File: src/rtl/multicycle_ctrl.sv
// multicycle_ctrl: main control FSM of the multi-cycle MIPS core with cache.
// Build option PERF_CNT_EN adds instruction/stall performance counters (instCnt, stallCnt).
module multicycle_ctrl #(
    parameter int unsigned CNT_W = 32
) (
    input  logic             clk,
    input  logic             reset,
    input  logic [5:0]       opcode,
    input  logic             memReady,
    output logic             pcWrite,
    output logic             pcWriteCond,
    output logic             iorD,
    output logic             memRead,
    output logic             memWrite,
    output logic             irWrite,
    output logic             memToReg,
    output logic             regDst,
    output logic             regWrite,
    output logic             aluSrcA,
    output logic [1:0]       aluSrcB,
    output logic [1:0]       aluOp,
    output logic [1:0]       pcSource,
    output logic             illegalOp,
`ifdef PERF_CNT_EN
    output logic [CNT_W-1:0] instCnt,
    output logic [CNT_W-1:0] stallCnt,
`endif
    output logic [3:0]       state
);

    localparam logic [5:0] OP_RTYPE = 6'b000000;
    localparam logic [5:0] OP_LW    = 6'b100011;
    localparam logic [5:0] OP_SW    = 6'b101011;
    localparam logic [5:0] OP_BEQ   = 6'b000100;
    localparam logic [5:0] OP_J     = 6'b000010;
    localparam logic [5:0] OP_ADDI  = 6'b001000;
    localparam logic [5:0] OP_ANDI  = 6'b001100;

    typedef enum logic [3:0] {
        S_FETCH  = 4'd0,
        S_DECODE = 4'd1,
        S_MEMADR = 4'd2,
        S_MEMRD  = 4'd3,
        S_MEMWB  = 4'd4,
        S_MEMWR  = 4'd5,
        S_EXEC   = 4'd6,
        S_RWB    = 4'd7,
        S_BRANCH = 4'd8,
        S_JUMP   = 4'd9,
        S_IMMEX  = 4'd10,
        S_IMMWB  = 4'd11
    } state_t;

    state_t     cur_state;
    state_t     nxt_state;
    logic [5:0] op_reg;

    // State register; opcode is captured while decoding.
    always_ff @(posedge clk) begin
        if (reset) begin
            cur_state <= S_FETCH;
            op_reg    <= '0;
        end else begin
            cur_state <= nxt_state;
            if (cur_state == S_DECODE) op_reg <= opcode;
        end
    end

    assign state = 4'(cur_state);

    // Next-state and control decode.
    always_comb begin
        nxt_state   = S_FETCH;
        pcWrite     = 1'b0;
        pcWriteCond = 1'b0;
        iorD        = 1'b0;
        memRead     = 1'b0;
        memWrite    = 1'b0;
        irWrite     = 1'b0;
        memToReg    = 1'b0;
        regDst      = 1'b0;
        regWrite    = 1'b0;
        aluSrcA     = 1'b0;
        aluSrcB     = 2'b00;
        aluOp       = 2'b00;
        pcSource    = 2'b00;
        illegalOp   = 1'b0;
        case (cur_state)
            S_FETCH: begin
                memRead   = 1'b1;
                aluSrcB   = 2'b01;
                irWrite   = memReady;
                pcWrite   = memReady;
                nxt_state = memReady ? S_DECODE : S_FETCH;
            end
            S_DECODE: begin
                aluSrcB = 2'b11;
                case (opcode)
                    OP_LW, OP_SW:     nxt_state = S_MEMADR;
                    OP_RTYPE:         nxt_state = S_EXEC;
                    OP_BEQ:           nxt_state = S_BRANCH;
                    OP_J:             nxt_state = S_JUMP;
                    OP_ADDI, OP_ANDI: nxt_state = S_IMMEX;
                    default: begin
                        illegalOp = 1'b1;
                        nxt_state = S_FETCH;
                    end
                endcase
            end
            S_MEMADR: begin
                aluSrcA   = 1'b1;
                aluSrcB   = 2'b10;
                nxt_state = (op_reg == OP_LW) ? S_MEMRD : S_MEMWR;
            end
            S_MEMRD: begin
                memRead   = 1'b1;
                iorD      = 1'b1;
                nxt_state = memReady ? S_MEMWB : S_MEMRD;
            end
            S_MEMWB: begin
                regWrite = 1'b1;
                memToReg = 1'b1;
            end
            S_MEMWR: begin
                memWrite  = 1'b1;
                iorD      = 1'b1;
                nxt_state = memReady ? S_FETCH : S_MEMWR;
            end
            S_EXEC: begin
                aluSrcA   = 1'b1;
                aluOp     = 2'b10;
                nxt_state = S_RWB;
            end
            S_RWB: begin
                regWrite = 1'b1;
                regDst   = 1'b1;
            end
            S_BRANCH: begin
                aluSrcA     = 1'b1;
                aluOp       = 2'b01;
                pcWriteCond = 1'b1;
                pcSource    = 2'b01;
            end
            S_JUMP: begin
                pcWrite  = 1'b1;
                pcSource = 2'b10;
            end
            S_IMMEX: begin
                aluSrcA   = 1'b1;
                aluSrcB   = 2'b10;
                aluOp     = (op_reg == OP_ANDI) ? 2'b11 : 2'b00;
                nxt_state = S_IMMWB;
            end
            S_IMMWB: begin
                regWrite = 1'b1;
            end
            default: nxt_state = S_FETCH;
        endcase
        // Reset silences every control line, dropping any pending cache request.
        if (reset) begin
            pcWrite     = 1'b0;
            pcWriteCond = 1'b0;
            iorD        = 1'b0;
            memRead     = 1'b0;
            memWrite    = 1'b0;
            irWrite     = 1'b0;
            memToReg    = 1'b0;
            regDst      = 1'b0;
            regWrite    = 1'b0;
            aluSrcA     = 1'b0;
            aluSrcB     = 2'b00;
            aluOp       = 2'b00;
            pcSource    = 2'b00;
            illegalOp   = 1'b0;
        end
    end

`ifdef PERF_CNT_EN
    logic inst_done_c;

    // An instruction retires when a terminal state hands control back to FETCH.
    assign inst_done_c = (cur_state == S_MEMWB) || (cur_state == S_RWB) ||
                         (cur_state == S_BRANCH) || (cur_state == S_JUMP) ||
                         (cur_state == S_IMMWB) || ((cur_state == S_MEMWR) && memReady);

    always_ff @(posedge clk) begin
        if (reset) begin
            instCnt  <= '0;
            stallCnt <= '0;
        end else begin
            if (inst_done_c) instCnt <= instCnt + CNT_W'(1);
            if ((memRead || memWrite) && !memReady) stallCnt <= stallCnt + CNT_W'(1);
        end
    end
`else
    // CNT_W only sizes the counters, which are absent in this build.
    logic unused_cnt_w;
    assign unused_cnt_w = (CNT_W == 0);
`endif

endmodule

File: config.mk
export PLATFORM = sky130hd
export DESIGN_NAME = multicycle_ctrl
export DESIGN_NICKNAME = d
export VERILOG_FILES = /design/src/rtl/multicycle_ctrl.sv
export SDC_FILE = /design/constraint.sdc
export NUM_CORES = 1
export LEC_CHECK = 0
export CELL_PAD_IN_SITES_DETAIL_PLACEMENT = 1
export CELL_PAD_IN_SITES_GLOBAL_PLACEMENT = 1
export CORE_UTILIZATION = 33
export DETAILED_ROUTE_END_ITERATION = 8
export PLACE_DENSITY = 0.86
export SLEW_MARGIN = 20
export SYNTH_ARGS = -nofsm -noshare
export SYNTH_HDL_FRONTEND = slang
export SYNTH_SLANG_ARGS = --single-unit
File: constraint.sdc
create_clock -name clk -period 3 [get_ports clk]
set_input_delay 0.6 -clock clk [delete_from_list [all_inputs] [get_ports clk]]
set_output_delay 0.6 -clock clk [all_outputs]
set_load 0.01 [all_outputs]
==> results.py, run 1 <==
metrics = {
    "detailed_routing": {
        "ant_nets": 0,
        "drc": 0,
        "vias": 909,
        "viasPerCell": 5.54,
        "wirelength_mm": 2.41,
        "drt_first_pass_iters": 4,
        "wl_per_cell_um": 14.7,
        "drt_iter0_drc": 7,
    },
    "grt": {
        "grt_use_total": 0.200,
        "grt_pass1_vias": 872,
        "grt_first_pass_wirelength_mm": 4.00,
        "grt_max_degree": 18,
        "antenna_found_initial": 0,
        "grt-ovfl-total": 0,
    },
    "yosys": {
        "synth_top_area_frac": 0.248,
        "synth_top_family_by_area": "simple AND/OR/NAND/NOR gates",
        "synth_area_um2": 807,
        "ys_top_cells_by_area": "dfxtp_1 25%, mux2i_1 7.4%, nor2_1 6.5%",
        "muxShareOfSynthArea": 0.0744,
        "yosysWarnings": 0,
        "yosys_register_bits": 10,
        "netlist_instances": 104,
        "synth-seq-area-share": 0.248,
        "ys_types": 41,
        "synthArstFlopShare": 0,
        "synth-edff-count": 0,
        "synth_fa_ha_area_frac": 0.0124,
        "synthSimpleGateAreaFrac": 0.367,
        "synth-xor-area-share": 0.0217,
        "syn_nets": 113,
        "netlist.top_cell.by_area": "dfxtp_1",
        "synth_compound_area_frac": 0.205,
        "avgSynthCellArea_um2": 7.76,
        "synth_ff_type": "dfxtp_1",
    },
    "sta": {
        "grt_setup_unrepaired": "false",
        "post-route-min-period_ps": 2910,
        "setup_viol": 0,
        "min_period_over_period": 0.969,
        "worstMarginPinSlew_ps": 589,
        "setup_tns_ps": 0,
        "maxSlewHeadroom": 0.606,
        "skew_ps": 0.883,
        "maxSlewViolCount": 0,
        "hold_viol_final": 0,
        "max_freq_mhz": 344,
    },
    "cells_and_area": {
        "syn_to_final_growth_pct": 46.4,
        "finalNetCount": 146,
        "drive_gt1_frac": 0.103,
        "diodes": 0,
        "fin_util": 0.524,
        "largest_reg_flops": 6,
        "fill_cells": 300,
    },
    "clock_network": {
        "postCtsSetupBuffers": 0,
        "cts_tree": "built",
        "cts_buffers": 3,
        "cts.sinks": 10,
        "worstSkewPairLatency_ps": 260,
        "htreeDepth": 1,
        "path_clk_slew_ps": 60,
        "cts_root_buf": "clkbuf_4",
        "cts_buffer_depth": 2,
    },
    "hold_path": {
        "holdPathStages": 2,
        "worstHoldPathType": "flip-flop to flip-flop",
        "hp-start": "op_reg[3]$_SDFFE_PP0P_",
        "hold_path_end": "op_reg[3]$_SDFFE_PP0P_",
    },
    "floorplanning": {
        "die_h_um": 51.5,
        "die_w_um": 51.5,
        "io_pins": 30,
        "dieArea_um2": 2650,
        "core_area_um2": 2250,
        "rows": 17,
        "start_util": 0.358,
    },
    "setup_path": {
        "critPathKind": "input port to output port",
        "crit_path_end_kind": "output port",
        "crit_top_cell": "clkdlybuf4s50_1",
        "path_max_fanout": 9,
        "cp.required_ps": 2400,
        "slowest_stage": "clkdlybuf4s50_1",
        "start_kind": "input port",
        "rrSetupSlack_ps": 1230,
        "critPathMaxStageDelay_ps": 580,
        "r2r_start": "state[1]$_SDFF_PP0_",
        "reg2reg_to": "state[2]$_SDFF_PP0_",
        "path_cells": "clkdlybuf4s50_1, or2_1, nor3_1, clkdlybuf4s50_1",
        "cp.arrival_ps": 2310,
        "rr_worst_depth": 4,
    },
    "place": {
        "gp_congestion": 0.799,
        "port_buffers": 29,
        "dpl.hpwl_mm": 1.91,
    },
    "outcome": {
        "status": "completed",
    },
    "power": {
        "total_power_mw": 0.348,
        "seqPwrFrac": 0.414,
        "p_per_area_nw_per_um2": 295,
        "p_comb_frac": 0.252,
        "pwr-share-clk": 0.334,
        "switching_share": 0.265,
        "ir_worst_vdd_mv": 0.268,
        "p_sw_mw": 0.0922,
        "internal-power_mw": 0.256,
        "p_leak_nw": 0.423,
    },
    "run": {
        "cap_viol_max_count": 0,
    },
}
[how the worst max path moves through the flow]
stage               cells past startpoint      start  slack, ps          end
floorplan                               3      reset        900  pcSource[0]
global placement                        5  opcode[1]        120    illegalOp
detailed placement                      5  opcode[1]         50    illegalOp
CTS                                     5  opcode[1]         40    illegalOp
global route                            4      reset         40      pcWrite
finish                                  4      reset         90      pcWrite
[placed cells by master, fill, tap and decap left out, types with 2 or more instances in the layout]
cell / synthesis / layout
or2_1: 2 / 2
nor4_1: 5 / 5
nand2b_1: 6 / 6
nor4b_1: 2 / 2
dfxtp_1: 10 / 10
xnor2_1: 2 / 2
o221ai_1: 2 / 2
nor2_1: 14 / 14
clkdlybuf4s50_1: 0 / 28
a211oi_1: 2 / 2
a21oi_1: 2 / 2
nor3b_1: 2 / 2
o21ai_1: 2 / 2
clkbuf_4: 0 / 3
nand3_1: 2 / 2
nor3_1: 7 / 7
inv_1: 2 / 2
mux2i_1: 6 / 6
nand2_1: 7 / 7
buf_4: 2 / 8
[final cells by class]
| class | count | area (µm²) | share of cell area |
|---|---|---|---|
| repair buffers | 37 | 353 | 0.299 |
| well taps | 28 | 35.0 | 0.0297 |
| flip-flops and latches | 10 | 200 | 0.169 |
| clock buffers | 4 | 36.3 | 0.0307 |
| multi-input cells | 83 | 549 | 0.465 |
| inverters | 2 | 7.51 | 0.00636 |
[metrics by stage]
stage	std cells	setup WS (ps)	cell area (µm²)	hold WS, ps
floorplan	104	904	807	466
detailed placement	160	54.8	1140	525
global placement	160	122	1140	497
global route	164	36.2	1180	577
CTS	164	38.2	1180	540
finish	164	93.4	1180	521
[synthesized netlist by cell type (2+ instances only)]
master,n
mux2i_1,6
or2_1,2
inv_1,2
dfxtp_1,10
a21oi_1,2
o21ai_1,2
nand2b_1,6
a211oi_1,2
xnor2_1,2
nand3_1,2
nor3b_1,2
o221ai_1,2
nor3_1,7
nor4b_1,2
nor4_1,5
nor2_1,14
clkbuf_1,5
nand2_1,7
buf_4,2
[layer usage]
metal | track usage | wire, µm
met1 | 0.249 | 1130
met5 | 0 | 0
met4 | 0.0766 | 51
met3 | 0.0179 | 91
met2 | 0.351 | 1140
[power groups by stage]
stage | logic, mW | registers [mW] | clock network [mW]
final | 0.0876 | 0.144 | 0.116
after CTS | 0.0886 | 0.144 | 0.120
after floorplan | 0.0481 | 0.145 | 0
after global routing | 0.0962 | 0.145 | 0.129
after detailed placement | 0.0881 | 0.147 | 0
after global placement | 0.0847 | 0.147 | 0
[timing repair]
action | CTS | global route
setup endpoints to repair | 0 | 1
gates resized for setup | 0 | 1
hold buffers | 0 | 0
hold endpoints to repair | 0 | 0
[kinds of logic (layout without fill, tap and decap cells)]
family / Yosys count / in the layout
and+or+nand+nor: 53 / 53
AOI/OAI and AO/OA: 21 / 21
buffers and inverters: 11 / 43
DFF: 10 / 10
muxes: 6 / 6
xor gates and xnor gates: 2 / 2
adders and majority gates: 1 / 1
[worst max-delay path: cells and delay by family]
kind                   cells  cell delay [ps]
buffers and inverters      2             1150
AND/OR/NAND/NOR            2              560
Power figures use the tool's default switching activity.
==> inputs of run 2 (changes only) <==
SLEW_MARGIN = default   (was 20)
==> results of run 2 <==
Same layout as run 1: the final DEF is identical, and so are final timing and power.
